## src/rtl/branch_pkg.sv

```systemverilog
// Shared constants and types for the EX-stage branch/PC unit.
package branch_pkg;

  localparam int unsigned PC_W  = 32;
  localparam int unsigned CNT_W = 3;

  localparam logic [PC_W-1:0] PC_INC = 32'd4;

  localparam logic [2:0] F3_BEQ  = 3'b000;
  localparam logic [2:0] F3_BNE  = 3'b001;
  localparam logic [2:0] F3_BLT  = 3'b100;
  localparam logic [2:0] F3_BGE  = 3'b101;
  localparam logic [2:0] F3_BLTU = 3'b110;
  localparam logic [2:0] F3_BGEU = 3'b111;

  typedef enum logic [1:0] {
    ST_RUN   = 2'd0,
    ST_FLUSH = 2'd1,
    ST_TRAP  = 2'd2
  } state_e;

endpackage

```

## src/rtl/branch_cond.sv

```systemverilog
// Branch condition decode: maps funct3 and comparator flags to taken, and selects unsigned compare.
module branch_cond
  import branch_pkg::*;
(
  input  logic [2:0] funct3,
  input  logic       br_eq,
  input  logic       br_lt,
  output logic       cond_c,
  output logic       br_un_c
);

  always_comb begin
    cond_c = 1'b0;
    case (funct3)
      F3_BEQ:           cond_c = br_eq;
      F3_BNE:           cond_c = ~br_eq;
      F3_BLT, F3_BLTU:  cond_c = br_lt;
      F3_BGE, F3_BGEU:  cond_c = ~br_lt;
      default:          cond_c = 1'b0;
    endcase
  end

  // Unsigned variants (BLTU/BGEU) are the only ones with funct3[1] set among real branches.
  assign br_un_c = funct3[1];

endmodule

```

## src/rtl/branch_pc_unit.sv

```systemverilog
// Fetch PC register with branch/jump resolution, timed wrong-path flush and misaligned-target trap.
module branch_pc_unit
  import branch_pkg::*;
#(
  parameter logic [31:0] RESET_PC     = 32'h0000_0000,
  parameter logic [31:0] TRAP_VEC     = 32'h0000_0004,
  parameter int unsigned FLUSH_CYCLES = 2
) (
  input  logic        clk,
  input  logic        rst,
  input  logic        stall,
  input  logic        ex_valid,
  input  logic        ex_branch,
  input  logic        ex_jal,
  input  logic        ex_jalr,
  input  logic [2:0]  ex_funct3,
  input  logic [31:0] ex_pc,
  input  logic [31:0] ex_imm,
  input  logic [31:0] ex_rs1,
  input  logic        BrEq,
  input  logic        BrLT,
  output logic        BrUn,
  output logic [31:0] pc,
  output logic        redirect,
  output logic        flush,
  output logic        trap,
  output logic [31:0] trap_addr,
  input  logic        trap_ack
);

  state_e            state_q, state_d;
  logic [CNT_W-1:0]  cnt_q, cnt_d;
  logic [PC_W-1:0]   pc_q, pc_d;
  logic [PC_W-1:0]   trap_addr_q, trap_addr_d;
  logic              flush_q, flush_d;
  logic              trap_q, trap_d;

  logic              cond;
  logic              take;
  logic              misaligned;
  logic [PC_W-1:0]   jalr_tgt;
  logic [PC_W-1:0]   rel_tgt;
  logic [PC_W-1:0]   target;

  branch_cond u_cond (
    .funct3  (ex_funct3),
    .br_eq   (BrEq),
    .br_lt   (BrLT),
    .cond_c  (cond),
    .br_un_c (BrUn)
  );

  // Target adders; JALR clears bit 0 so only bit 1 can make it misaligned.
  always_comb begin
    jalr_tgt   = (ex_rs1 + ex_imm) & ~32'h1;
    rel_tgt    = ex_pc + ex_imm;
    target     = ex_jalr ? jalr_tgt : rel_tgt;
    misaligned = ex_jalr ? target[1] : (|target[1:0]);
    take       = ex_valid & (ex_jalr | ex_jal | (ex_branch & cond));
  end

  always_comb begin
    state_d     = state_q;
    cnt_d       = cnt_q;
    pc_d        = pc_q;
    trap_addr_d = trap_addr_q;
    redirect    = 1'b0;

    case (state_q)
      ST_RUN: begin
        if (take && !misaligned) begin
          redirect = 1'b1;
          pc_d     = target;
          cnt_d    = CNT_W'(FLUSH_CYCLES);
          state_d  = ST_FLUSH;
        end else if (take) begin
          trap_addr_d = target;
          state_d     = ST_TRAP;
        end else if (!stall) begin
          pc_d = pc_q + PC_INC;
        end
      end
      ST_FLUSH: begin
        // Wrong-path instructions in EX are ignored; only the counter drives the exit.
        if (!stall) begin
          pc_d  = pc_q + PC_INC;
          cnt_d = cnt_q - CNT_W'(1);
          if (cnt_q == CNT_W'(1)) begin
            state_d = ST_RUN;
          end
        end
      end
      ST_TRAP: begin
        if (trap_ack) begin
          pc_d    = TRAP_VEC;
          state_d = ST_RUN;
        end
      end
      default: begin
        state_d = ST_RUN;
      end
    endcase

    flush_d = (state_d != ST_RUN);
    trap_d  = (state_d == ST_TRAP);
  end

  always_ff @(posedge clk or posedge rst) begin
    if (rst) begin
      state_q     <= ST_RUN;
      cnt_q       <= '0;
      pc_q        <= RESET_PC;
      trap_addr_q <= '0;
      flush_q     <= 1'b0;
      trap_q      <= 1'b0;
    end else begin
      state_q     <= state_d;
      cnt_q       <= cnt_d;
      pc_q        <= pc_d;
      trap_addr_q <= trap_addr_d;
      flush_q     <= flush_d;
      trap_q      <= trap_d;
    end
  end

  assign pc        = pc_q;
  assign flush     = flush_q;
  assign trap      = trap_q;
  assign trap_addr = trap_addr_q;

endmodule
```

## config.mk

```make
export PLATFORM = sky130hd
export DESIGN_NAME = branch_pc_unit
export DESIGN_NICKNAME = d
export VERILOG_FILES = /design/src/rtl/branch_pkg.sv /design/src/rtl/branch_cond.sv /design/src/rtl/branch_pc_unit.sv
export SDC_FILE = /design/constraint.sdc
export NUM_CORES = 1
export LEC_CHECK = 0
export CAP_MARGIN = 20
export CELL_PAD_IN_SITES_DETAIL_PLACEMENT = 1
export CELL_PAD_IN_SITES_GLOBAL_PLACEMENT = 1
export CORE_UTILIZATION = 33
export CTS_CLUSTER_SIZE = 28
export DETAILED_ROUTE_END_ITERATION = 7
export HOLD_SLACK_MARGIN = 0.12
export PLACE_DENSITY = 0.77
export REMOVE_ABC_BUFFERS = 1
export SLEW_MARGIN = 30
export SYNTH_ARGS = -nofsm -noshare
export SYNTH_HDL_FRONTEND = slang
export SYNTH_SLANG_ARGS = --single-unit
export TNS_END_PERCENT = 5
```

## constraint.sdc

```tcl
create_clock -name clk -period 2.4 [get_ports clk]
set_clock_uncertainty 0.2 [all_clocks]
set_input_delay 0.6 -clock clk [delete_from_list [all_inputs] [get_ports clk]]
set_output_delay 0.6 -clock clk [all_outputs]
set_load 0.02 [all_outputs]
```

==> impl_metrics.py <==
metrics = {
    "worst_setup_path": {
        "cp_slowest_cell": "ha_1",
        "cp_cell_sequence": "clkdlybuf4s15_1, buf_4, ha_1, buf_4, nand2_2, nor2_4, buf_4, a221oi_2, o21a_4, buf_4, buf_4, xnor2_1, nand2_1, o21ai_0, buf_4, a21oi_2, o21ai_2",
        "cp.required_ns": 2.41,
        "arrival_ns": 3.35,
        "crit_path_frequent_cell": "buf_4",
        "critPathTopFamily": "buffers and inverters",
        "slowest_delay_ns": 0.33,
        "cp-start-kind": "input pin",
        "worstPathMaxFanout": 5,
        "cp_num_buf_inv": 7,
        "cp-end-kind": "flip-flop",
        "critPathKind": "in2reg",
        "r2r_setup_slack_ns": -0.59,
    },
    "clock_tree": {
        "clock-root-buffer": "clkbuf_16",
        "path_clk_slew_ns": 0.07,
        "cts-buffers-inserted": 9,
        "clock_path_buffers": 2,
        "clock-sinks": 71,
        "cts_tree": "yes",
        "ctsHoldBuffers": 0,
        "ctsHtreeMaxLevel": 3,
        "clock_latency_ns": 0.35,
    },
    "yosys": {
        "synthFlopType": "dfrtp_1",
        "synth_top_area_share_pct": 24.8,
        "synth.most_common_cell": "o21ai_0",
        "synth_edf_count": 0,
        "synth_area_sq_um": 7170,
        "synth-seq-cells": 71,
        "synth_cells": 910,
        "seq_area_frac_synth_pct": 24.8,
        "yosys.area.top_type": "dfrtp_1",
        "async_reset_ff_share_pct": 100,
        "yosys_warnings": 0,
        "avgSynthCellArea_sq_um": 7.87,
        "ys_top_cells_by_area": "dfrtp_1, ha_1, o21ai_0",
        "ys_top_cells_by_count": "o21ai_0, a21oi_1, nand2_1",
        "ys_types": 69,
    },
    "power": {
        "p_leak_nw": 5.87,
        "vdd.ir_drop.worst_v": 0.000444,
        "p_total_mw": 10.8,
        "p_per_area_nw_per_um2": 828,
    },
    "placement": {
        "port_buffers": 176,
        "gp_congestion": 0.909,
        "dp_hpwl_um": 25700,
    },
    "timing": {
        "tightest_slew_ns": 0.517,
        "timing.hold.ws_ns": 0.286,
        "finalCritPeriodShare_pct": 139,
        "clock.fmax_mhz": 300,
        "hold_viol": 0,
        "period_needed_ns": 3.33,
        "setup_slack_ns": -0.933,
        "maxSlewHeadroom_pct": 65.2,
        "drv_slew": 0,
        "rsz0062_at_grt": "true",
        "final-setup-viol-count": 67,
    },
    "route": {
        "drt-initial-drc-count": 1022,
        "vias": 10600,
        "drc": 0,
        "ant_nets": 0,
        "drtPass1Iterations": 5,
        "wl_um": 46300,
        "via_per_inst": 6.36,
        "post_drt_wl_per_cell_um": 27.8,
    },
    "floorplan": {
        "core_sq_um": 21200,
        "rows": 53,
        "dieArea_sq_um": 22300,
        "die_h_um": 149,
        "io_pins": 177,
        "start_util_pct": 33.9,
        "die-width_um": 149,
    },
    "finish": {
        "finalNetCount": 1562,
        "synthToLayoutAreaGrowth_pct": 82.8,
        "drive_above_1_share_pct": 39.3,
        "n_antenna_cell": 0,
    },
    "grt": {
        "grt_pass1_wl_um": 61100,
        "antenna_found_initial": 0,
        "grt_max_degree": 72,
        "gr-total-overflow": 0,
        "track_usage_pct": 35.4,
        "grt_pass1_vias": 10900,
    },
    "status": {
        "failed_checks": "setup timing",
        "status": "complete, but fails checks",
    },
    "hold_path": {
        "hold_class": "reg2reg",
    },
    "flow_run": {
        "maxCapViolCount": 0,
    },
}
## cell families after synthesis
| logic type | count (synthesis) | share of synthesized area [%] |
|---|---|---|
| and+or+nand+nor | 284 | 19.5 |
| buffers and inverters | 69 | 3.70 |
| muxes | 12 | 1.75 |
| DFF | 71 | 24.8 |
| adders and majority gates | 70 | 12.4 |
| AOI/OAI and AO/OA | 343 | 30.3 |
| xor gates and xnor gates | 61 | 7.46 |
## sequential cells by signal, indices dropped and copies added, names as in the netlist
name and cells:
flush 1, state_q 2, trap 1, pc 32, trap_addr 32, cnt_q 3
## layout make-up
type / instances / area, sq um
fillers: 2378 / 8060
multi-input cells: 770 / 6280
repair buffers: 502 / 4260
flip-flops and latches: 71 / 1780
well taps: 275 / 344
clock buffers: 9 / 225
inverters: 29 / 109
clock inverters: 7 / 96.3
## report_power, final
part | internal (mW) | switching, mW | leakage [nW]
Sequential | 1.66 | 0.394 | 0.915
Combinational | 3.27 | 4.02 | 4.80
Clock | 0.915 | 0.591 | 0.160
Total | 5.85 | 5.00 | 5.87
## worst register-to-register path: cells and delay by family (launching register included)
kind	cells	cell delay, ns
AOI/OAI and AO/OA	3	0.57
buffers and inverters	2	0.23
DFF	1	0.37
and+or+nand+nor	4	1.48
## worst paths after layout
path	startpoint	end	depth (start not counted)
setup / recovery	ex_imm[11]	pc[15]$_DFFE_PP0P_	17
hold / removal	trap_addr[14]$_DFFE_PP0P_	trap_addr[14]$_DFFE_PP0P_	2
setup reg to reg	pc[20]$_DFFE_PP0P_	pc[29]$_DFFE_PP0P_	9
hold reg to reg	trap_addr[14]$_DFFE_PP0P_	trap_addr[14]$_DFFE_PP0P_	2
max in group asynchronous	rst	trap_addr[6]$_DFFE_PP0P_	3
min in group asynchronous	rst	pc[24]$_DFFE_PP0P_	3
## metrics by stage
stage | setup TNS (ns) | util [%] | instance area, sq um | std cells | setup WS [ns]
global route | -43.60 | 61.9 | 13100 | 1663 | -1.05
detailed placement | -89.29 | 53.9 | 11400 | 1621 | -1.70
global placement | -80.59 | 53.9 | 11400 | 1621 | -1.52
CTS | -25.19 | 60.0 | 12700 | 1657 | -0.672
finish | -38.89 | 61.9 | 13100 | 1663 | -0.933
floorplan | -89.09 | - | 7010 | 870 | -1.75
## routing by layer
metal	GRT usage [%]	routed length (um)
met1	41.4	17100
met2	61.5	22200
met3	4.56	3520
met4	21.1	3490
met5	0	0
## timing repair
| item | CTS | global route |
|---|---|---|
| resized for setup | 297 | 103 |
| setup endpoints to repair | 73 | 71 |
| pin swaps | 103 | 59 |
| setup buffers | 20 | 6 |
## cells in the final DEF, fill, tap and decap left out, types with 32 or more instances in the layout
| cell type | netlist | routed |
|---|---|---|
| o21ai_0 | 99 | 56 |
| clkdlybuf4s50_1 | 0 | 115 |
| nand2_1 | 96 | 90 |
| o21ai_1 | 2 | 34 |
| ha_1 | 68 | 32 |
| a21oi_1 | 98 | 65 |
| dlygate4sd2_1 | 0 | 32 |
| buf_4 | 1 | 304 |
| dfrtp_1 | 71 | 71 |
| ha_4 | 0 | 33 |
| nor2_1 | 52 | 45 |
Note: power is estimated with default switching activity, not from simulation.
